`config.mk`:
```
export PLATFORM = sky130hd
export DESIGN_NAME = pla_vector_sequencer
export DESIGN_NICKNAME = d
export VERILOG_FILES = /design/src/rtl/pla_seq_pkg.sv /design/src/rtl/pla_misr.sv /design/src/rtl/pla_vector_sequencer.sv
export SDC_FILE = /design/constraint.sdc
export NUM_CORES = 1
export LEC_CHECK = 0
export ABC_AREA = 1
export CAP_MARGIN = 5
export CORE_ASPECT_RATIO = 0.75
export CORE_MARGIN = 3
export CORE_UTILIZATION = 45
export DETAILED_ROUTE_END_ITERATION = 16
export PLACE_DENSITY_LB_ADDON = 0.15
export SLEW_MARGIN = 40
export SYNTH_ARGS = -nofsm -noshare
export SYNTH_HDL_FRONTEND = slang
export SYNTH_SLANG_ARGS = --single-unit
```
`constraint.sdc`:
```
create_clock -name clk -period 2 [get_ports clk]
set_clock_uncertainty 0.1 [all_clocks]
set_input_delay 0.6 -clock clk [delete_from_list [all_inputs] [get_ports clk]]
set_output_delay 0.6 -clock clk [all_outputs]
set_load 0.05 [all_outputs]
```
`src/rtl/pla_seq_pkg.sv`:
```
// Shared constants and types for the PLA vector sequencer and its MISR.
package pla_seq_pkg;

    localparam int unsigned DEF_VEC_W = 24;
    localparam int unsigned DEF_SIG_W = 32;

    // MISR feedback polynomial (CRC-32 form, x^32 implicit).
    localparam logic [31:0] MISR_POLY = 32'h04C11DB7;

    // Fibonacci LFSR taps 24,23,22,17 -> vector bits 23,22,21,16.
    localparam logic [23:0] LFSR_TAP_MASK = 24'hE10000;

    typedef enum logic [1:0] {
        ST_IDLE = 2'd0,
        ST_RUN  = 2'd1,
        ST_DONE = 2'd2
    } seq_state_t;

endpackage

```
`src/rtl/pla_misr.sv`:
```
// Serial-input MISR: compacts one response bit per shift into the signature.
module pla_misr
    import pla_seq_pkg::*;
#(
    parameter int unsigned SIG_W = DEF_SIG_W
) (
    input  logic             clk,
    input  logic             rst_n,
    input  logic             clear,
    input  logic             shift,
    input  logic             bit_in,
    output logic [SIG_W-1:0] sig
);

    localparam logic [SIG_W-1:0] POLY = SIG_W'(MISR_POLY);

    logic [SIG_W-1:0] sig_next;

    // Shift left, fold in polynomial when the MSB falls out, inject bit_in at bit 0.
    always_comb begin
        sig_next = {sig[SIG_W-2:0], 1'b0}
                 ^ (sig[SIG_W-1] ? POLY : '0)
                 ^ {{(SIG_W-1){1'b0}}, bit_in};
    end

    // Signature register: cleared on run start, advanced once per captured bit.
    always_ff @(posedge clk or negedge rst_n) begin
        if (!rst_n) begin
            sig <= '0;
        end else if (clear) begin
            sig <= '0;
        end else if (shift) begin
            sig <= sig_next;
        end
    end

endmodule

```
`src/rtl/pla_vector_sequencer.sv`:
```
// Applies a run of input vectors (counter or LFSR) to a combinational
// function, one per clock, compacting its response into a MISR signature
// and counting ones.
module pla_vector_sequencer
    import pla_seq_pkg::*;
#(
    parameter int unsigned VEC_W = DEF_VEC_W,
    parameter int unsigned SIG_W = DEF_SIG_W
) (
    input  logic             clk,
    input  logic             rst_n,
    input  logic             start,
    input  logic             mode,
    input  logic [VEC_W-1:0] seed,
    input  logic [VEC_W:0]   num_vec,
    output logic [VEC_W-1:0] x_vec,
    input  logic             y_in,
    output logic             busy,
    output logic             done,
    output logic [SIG_W-1:0] signature,
    output logic [VEC_W:0]   ones_cnt
);

    localparam logic [VEC_W-1:0] TAPS = VEC_W'(LFSR_TAP_MASK);

    seq_state_t       state_q;
    seq_state_t       state_d;
    logic             mode_q;
    logic [VEC_W:0]   remaining_q;
    logic             start_ok;
    logic             capture;
    logic             last_cap;
    logic [VEC_W-1:0] x_adv;
    logic [VEC_W-1:0] seed_load;

    // Qualify start, detect the final capture and form the next/initial vector.
    always_comb begin
        start_ok  = start && (state_q != ST_RUN);
        capture   = (state_q == ST_RUN);
        last_cap  = capture && (remaining_q == {{VEC_W{1'b0}}, 1'b1});
        if (mode_q) begin
            x_adv = {x_vec[VEC_W-2:0], ^(x_vec & TAPS)};
        end else begin
            x_adv = x_vec + {{(VEC_W-1){1'b0}}, 1'b1};
        end
        // An all-zero LFSR state would lock up, so it is replaced at load.
        if (mode && (seed == '0)) begin
            seed_load = {{(VEC_W-1){1'b0}}, 1'b1};
        end else begin
            seed_load = seed;
        end
    end

    // Next-state and status outputs.
    always_comb begin
        state_d = state_q;
        busy    = 1'b0;
        done    = 1'b0;
        case (state_q)
            ST_IDLE, ST_DONE: begin
                if (start) begin
                    state_d = (num_vec == '0) ? ST_DONE : ST_RUN;
                end
            end
            ST_RUN: begin
                if (last_cap) begin
                    state_d = ST_DONE;
                end
            end
            default: state_d = ST_IDLE;
        endcase
        busy = (state_q == ST_RUN);
        done = (state_q == ST_DONE);
    end

    // State register.
    always_ff @(posedge clk or negedge rst_n) begin
        if (!rst_n) begin
            state_q <= ST_IDLE;
        end else begin
            state_q <= state_d;
        end
    end

    // Vector source, run length and ones counter; the final vector is held
    // rather than advanced so x_vec shows the last applied value in DONE.
    always_ff @(posedge clk or negedge rst_n) begin
        if (!rst_n) begin
            x_vec       <= '0;
            mode_q      <= 1'b0;
            remaining_q <= '0;
            ones_cnt    <= '0;
        end else if (start_ok) begin
            x_vec       <= seed_load;
            mode_q      <= mode;
            remaining_q <= num_vec;
            ones_cnt    <= '0;
        end else if (capture) begin
            ones_cnt    <= ones_cnt + {{VEC_W{1'b0}}, y_in};
            remaining_q <= remaining_q - {{VEC_W{1'b0}}, 1'b1};
            if (!last_cap) begin
                x_vec <= x_adv;
            end
        end
    end

    pla_misr #(
        .SIG_W (SIG_W)
    ) u_misr (
        .clk    (clk),
        .rst_n  (rst_n),
        .clear  (start_ok),
        .shift  (capture),
        .bit_in (y_in),
        .sig    (signature)
    );

endmodule
```
# Word level (Yosys, flattened, before mapping)
# Index checks and enable logic that the tools add are counted.
# op_classes
add_sub_neg	3
eq_ne	7
muxes	16
bitwise_logic	2
reduce_logical	11
# ops
operator	count
two-way mux 24 bit	5
two-way mux 25 bit	4
two-way mux 32 bit	2
XOR 32 x 1 -> 32 bit	1
XOR 32 bit	1
two-way mux 27 bit	1
adder 25 x 1 -> 25 bit	1
equality test 25 x 1 -> 1 bit (second input constant)	1
logical NOT 25 bit	1
subtractor 25 x 1 -> 25 bit (second input constant)	1
adder 24 x 1 -> 24 bit (second input constant)	1
logical NOT 24 bit	1
parity 24 bit	1
two-way mux 2 bit	3
!= test 2 x 1 -> 1 bit (second input constant)	2
!= test 2 bit (second input constant)	2
case mux 2 bit (2 select lines)	1
AND reduction 2 bit	2
logical AND 1 bit	3
equality test 2 x 1 -> 1 bit (second input constant)	1
equality test 2 bit (second input constant)	1
logical NOT 2 bit	1
nonzero test 2 bit	1
OR reduction 2 bit	1
# totals
register_bits	109
input_bits	54
word_cells	45

# Depth between registers and ports, before layout
# depth
ltp_word	5
mapped_depth	12
mapped_depth_nobuf	12

# Modules after synthesis
# Synthesis repeated with hierarchy kept, for this count alone.
# unflattened
hier_cells	1055
area_unflattened_um2	7176.9
# by_module_without_submodules
mod	n_inst	cells_per_inst	area_per_inst_um2	seq_area_each_um2
pla_vector_sequencer	1	872	5644.2	1926.8
pla_misr	1	183	1532.7	800.8

# Least setup slack after synthesis
# No wires, ideal clock.
# synth_timing
path_kind	flip-flop to flip-flop
startpoint	register ones_cnt[0]
endpoint	register ones_cnt[12]
t_arrival_ns	1.750
required_time_ns	1.757
slack_ns	0.007
stages_incl_launch_ff	10
synth_period_minus_slack_ns	1.993
path_cell_list	dfrtp_1 -> ha_1 -> ha_1 -> nand3_2 -> nor2_2 -> nand2_2 -> nor3_2 -> inv_1 -> nand3_1 -> o21ai_1
# synth_between
elab_chain_cells	3
# synth_lines
item	line	rtl
from (decl)	pla_vector_sequencer.sv:21	output logic [VEC_W:0] ones_cnt
from (signal assigned)	pla_vector_sequencer.sv:99	ones_cnt <= ones_cnt + {{VEC_W{1'b0}}, y_in};
adder 25 x 1 -> 25 bit	pla_vector_sequencer.sv:99	
two-way mux 25 bit	pla_vector_sequencer.sv:98	end else if (capture) begin
two-way mux 25 bit	pla_vector_sequencer.sv:93	end else if (start_ok) begin
# No other way between the ends. The select of a mux whose other input is x is not followed.
# A chain may end at the register's enable or synchronous reset.

# Final worst setup path
# layout_timing
startpoint	register state_q[1]
endpoint	output port done
# layout_between
elab_chain_cells	1
# layout_lines
item	line	rtl
from (decl)	pla_vector_sequencer.sv:26	seq_state_t state_q;
from (signal assigned)	pla_vector_sequencer.sv:81	state_q <= state_d;
equality test 2 bit	pla_vector_sequencer.sv:73	done = (state_q == ST_DONE);
to (decl)	pla_vector_sequencer.sv:19	output logic done,
# No other way between the ends.

==> Implementation_results.wiki <==
{| class="wikitable"
! Metric !! Value
|-
| Hold Fails Final Rpt || 0
|-
| Residual DRC || 0
|-
| Max Buffers Root-to-Sink || 2
|-
| Critical path peak fanout || 3
|-
| Slew at the pin closest to its max-slew limit || 0.410 ns
|-
| Number of nets with antenna violations after routing || 0
|-
| Maximum frequency from static timing analysis || 0.515 GHz
|-
| Post-Syn Area || 6950 µm²
|-
| Pre-CTS setup slack || -0.525 ns
|-
| Commonest cells after routing, fill and taps aside || 253 x sky130_fd_sc_hd__nand2_1, 142 x sky130_fd_sc_hd__inv_1, 128 x sky130_fd_sc_hd__nor2_1
|-
| Async set or reset register ratio after synthesis || 1.00
|-
| Area of the core || ~15000 µm²
|-
| Nets || roughly 1300
|-
| Total Neg Setup Slack || 0 ns
|-
| Int Pwr || 6.86 mW
|-
| Filler Cells Inserted || 1259
|-
| Average wire per cell in the routed design || 15.7 µm
|-
| Tot GR Track Use || 0.270
|-
| Clk slew on worst S/H paths || 0.09 ns
|-
| TritonCTS clock tree || built
|-
| Sequential cell area fraction in the yosys report || 0.392
|-
| Die Footprint || 17000 µm²
|-
| Startpoint kind of the worst setup timing path || flip-flop
|-
| Count of H-tree levels built during CTS || 3
|-
| Number of buffer and inverter stages on the critical path || 2
|-
| Power Density || about 1300 nW/µm²
|-
| Via count of the routed design || ~7700
|-
| Worst vdd rail ir drop || 1.24 mV
|-
| Switching power share of the total || 0.485
|-
| Yosys Warn Count || 0
|-
| Syn Area/Cell || 6.78 µm²
|-
| First-pass GRT wire length || 37000 µm
|-
| Clock buffers created by TritonCTS || 9
|-
| Post-route total power || 13.3 mW
|-
| Final setup vio count || 0
|-
| Final cycle utilization of the critical path || 0.971
|-
| Number of standard cells after synthesis || 1025
|-
| Sum of net half-perimeters after detailed placement || 16800 µm
|-
| Most common cell after layout, fill and taps aside || sky130_fd_sc_hd__nand2_1
|-
| Critical setup path kind || reg -> out
|-
| Max stage delay on crit path || between 0.4 and 0.5 ns
|-
| Flip-flop and latch count after synthesis || 109
|-
| Unrepaired setup endpoints after global routing || false
|-
| Detailed Route WL || 22400 µm
|-
| Number of placement rows || 38
|-
| X dimension of the die || 150 µm
|-
| Final antenna diode count || 0
|-
| Max-slew headroom at the worst pin || 0.727
|-
| Top cell family by delay on the critical path || flip-flops
|-
| Clk sinks || between 100 and 150
|-
| Number of distinct library cells after synthesis || 41
|-
| Weighted congestion at the end of routability-driven global placement || 0.963
|-
| Part of the power in registers || 0.277
|-
| Worst-path cell chain || inv_2 > nor2_2 > buf_12
|-
| Number of placed I/O pins || 137
|-
| Top flip-flop cell by instance count after synthesis || sky130_fd_sc_hd__dfrtp_1
|-
| First-pass iteration count of the detailed router || 8
|-
| Post-place instance area || between 9000 and 10000 µm²
|-
| P_sw || 6.46 mW
|-
| MaxCap Viol Count || 0
|-
| Number of DRC markers in iteration 0 || 846
|-
| Buffer type at the clock tree root || sky130_fd_sc_hd__clkbuf_16
|-
| Hold buffer count at cts || 0
|-
| Layout cells sized above 1 || 0.184
|-
| LEAKAGE || 4.62 nW
|-
| Setup slack after layout || 0.0589 ns
|-
| Overflow left after global routing || 0
|-
| Shortest clock period the worst path allows after layout || a little under 2 ns
|-
| Clock power share || 0.142
|-
| Height of the die || 114 µm
|-
| Area Growth Syn to Fin || 43.9%
|-
| Nets in the synthesized netlist || 1084
|-
| Antenna violations before repair || 1
|-
| Clock network latency to the later pin of the worst-skew pair || 0.36 ns
|-
| Proportion of power drawn by combinational gates || 0.581
|-
| Largest net degree at the start of global routing || 70
|-
| Endpoint kind of the worst setup timing path || primary output
|-
| Via count of the first global-routing pass || 7267
|-
| Final instance area || 10000 µm²
|-
| Count of flip-flops with a built-in enable after synthesis || 0
|-
| Starting Density || 0.470
|-
| HP Class || in -> async
|-
| Routed via count divided by cell count || 5.38
|-
| Worst Path Required || between 1 and 1.5 ns
|-
| Count of input and output buffers || about 140
|-
| Final max-slew violation count || 0
|-
| Status || completed
|-
| Worst EP arrival || 1.24 ns
|-
| CP max stage cell || sky130_fd_sc_hd__dfrtp_1
|}
==> worst register-to-register path, delay by kind of cell, from the launching register on <==
| kind | cells | cell delay, ns |
|---|---|---|
| buffers and inverters | 1 | 0.13 |
| and+or+nand+nor | 8 | 1.01 |
| DFF | 1 | 0.54 |
==> cell usage after synthesis, types with 3 or more instances <==
| cell type | n | area, µm² |
|---|---|---|
| sky130_fd_sc_hd__o221ai_1 | 5 | 43.8 |
| sky130_fd_sc_hd__nor2_2 | 7 | 43.8 |
| sky130_fd_sc_hd__o21ai_0 | 76 | 380 |
| sky130_fd_sc_hd__nand3b_1 | 5 | 37.5 |
| sky130_fd_sc_hd__ha_1 | 5 | 62.6 |
| sky130_fd_sc_hd__clkbuf_1 | 16 | 60.1 |
| sky130_fd_sc_hd__o22ai_1 | 28 | 175 |
| sky130_fd_sc_hd__nor4_1 | 3 | 18.8 |
| sky130_fd_sc_hd__nor3_1 | 20 | 100 |
| sky130_fd_sc_hd__xnor2_1 | 6 | 52.6 |
| sky130_fd_sc_hd__o21ai_1 | 6 | 30.0 |
| sky130_fd_sc_hd__nor2_1 | 133 | 499 |
| sky130_fd_sc_hd__nand2_1 | 255 | 957 |
| sky130_fd_sc_hd__dfrtp_1 | 109 | 2730 |
| sky130_fd_sc_hd__xor2_1 | 7 | 61.3 |
| sky130_fd_sc_hd__buf_2 | 14 | 70.1 |
| sky130_fd_sc_hd__inv_1 | 142 | 533 |
| sky130_fd_sc_hd__nand4_1 | 18 | 113 |
| sky130_fd_sc_hd__o21ai_2 | 4 | 35.0 |
| sky130_fd_sc_hd__a21oi_1 | 40 | 200 |
| sky130_fd_sc_hd__inv_2 | 5 | 18.8 |
| sky130_fd_sc_hd__nand3_1 | 87 | 435 |
| sky130_fd_sc_hd__o211ai_1 | 8 | 60.1 |
| sky130_fd_sc_hd__a22o_1 | 3 | 26.3 |
==> registers in the layout, summed over array words and instances (netlist names) <==
name,flops
x_vec,24
state_q,2
u_misr.sig,32
remaining_q,25
mode_q,1
ones_cnt,25
==> through the flow <==
stage / hold slack (ns) / util / std cells
detailed placement: 0.427 / 0.646 / 1406
floorplan: 0.204 / - / 1025
global route: 0.117 / 0.677 / 1428
CTS: 0.115 / 0.674 / 1428
finish: 0.103 / 0.677 / 1428
global placement: 0.424 / 0.646 / 1406
==> power by group through the flow <==
stage,Clock [mW],Sequential (mW),Combinational (mW)
2_1_floorplan,0,4.47,3.41
3_3_place_gp,0,3.66,7.40
3_5_place_dp,0,3.66,7.50
4_1_cts,1.90,3.65,7.65
5_1_grt,2.01,3.77,8.46
6_report,1.89,3.69,7.74
==> final cells by class <==
type                            count  area, µm²  area share
Clock inverter                      7       86.3     0.00863
Tap cell                          200        250      0.0250
Multi-Input combinational cell    734       3590       0.359
Sequential cell                   109       2730       0.273
Timing Repair Buffer              221       2560       0.256
Inverter                          148        556      0.0555
Clock buffer                        9        225      0.0225
==> path summary, 6_finish.rpt <==
kind | start | to | slack (ns) | cells past startpoint
min in group clk | remaining_q[23] | remaining_q[23] | 0.45 | 2
setup reg to reg | x_vec[2] | x_vec[23] | 0.12 | 9
hold reg to reg | remaining_q[23] | remaining_q[23] | 0.45 | 2
hold / removal | rst_n | u_misr.sig[26] | 0.10 | 2
max in group asynchronous | rst_n | state_q[0] | 1.30 | 2
setup / recovery | state_q[1] | done | 0.06 | 3
==> cells by family after synthesis <==
group                      count (synthesis)  share of synthesized area
adders and majority gates                  5                    0.00900
xor gates and xnor gates                  13                     0.0164
and+or+nand+nor                          539                      0.333
AOI/OAI and AO/OA                        177                      0.145
buffers and inverters                    182                      0.103
DFF                                      109                      0.392
==> routing by layer <==
| metal | vias to the layer above | global-route usage | routed length, µm |
|---|---|---|---|
| met5 | - | 0 | 7 |
| met4 | 2 | 0.0457 | 198 |
| met3 | 25 | 0.0608 | 2120 |
| met2 | 350 | 0.394 | 9560 |
| met1 | 3576 | 0.415 | 10500 |
| li1 | 3724 | - | - |
==> timing repair <==
item / CTS / global route
pin swaps: 4 / 0
buffers inserted: 6 / 0
setup endpoints to repair: 15 / 9
gates resized for setup: 13 / 9
gates cloned: 0 / 0
Note: power is estimated with default switching activity, not from simulation.
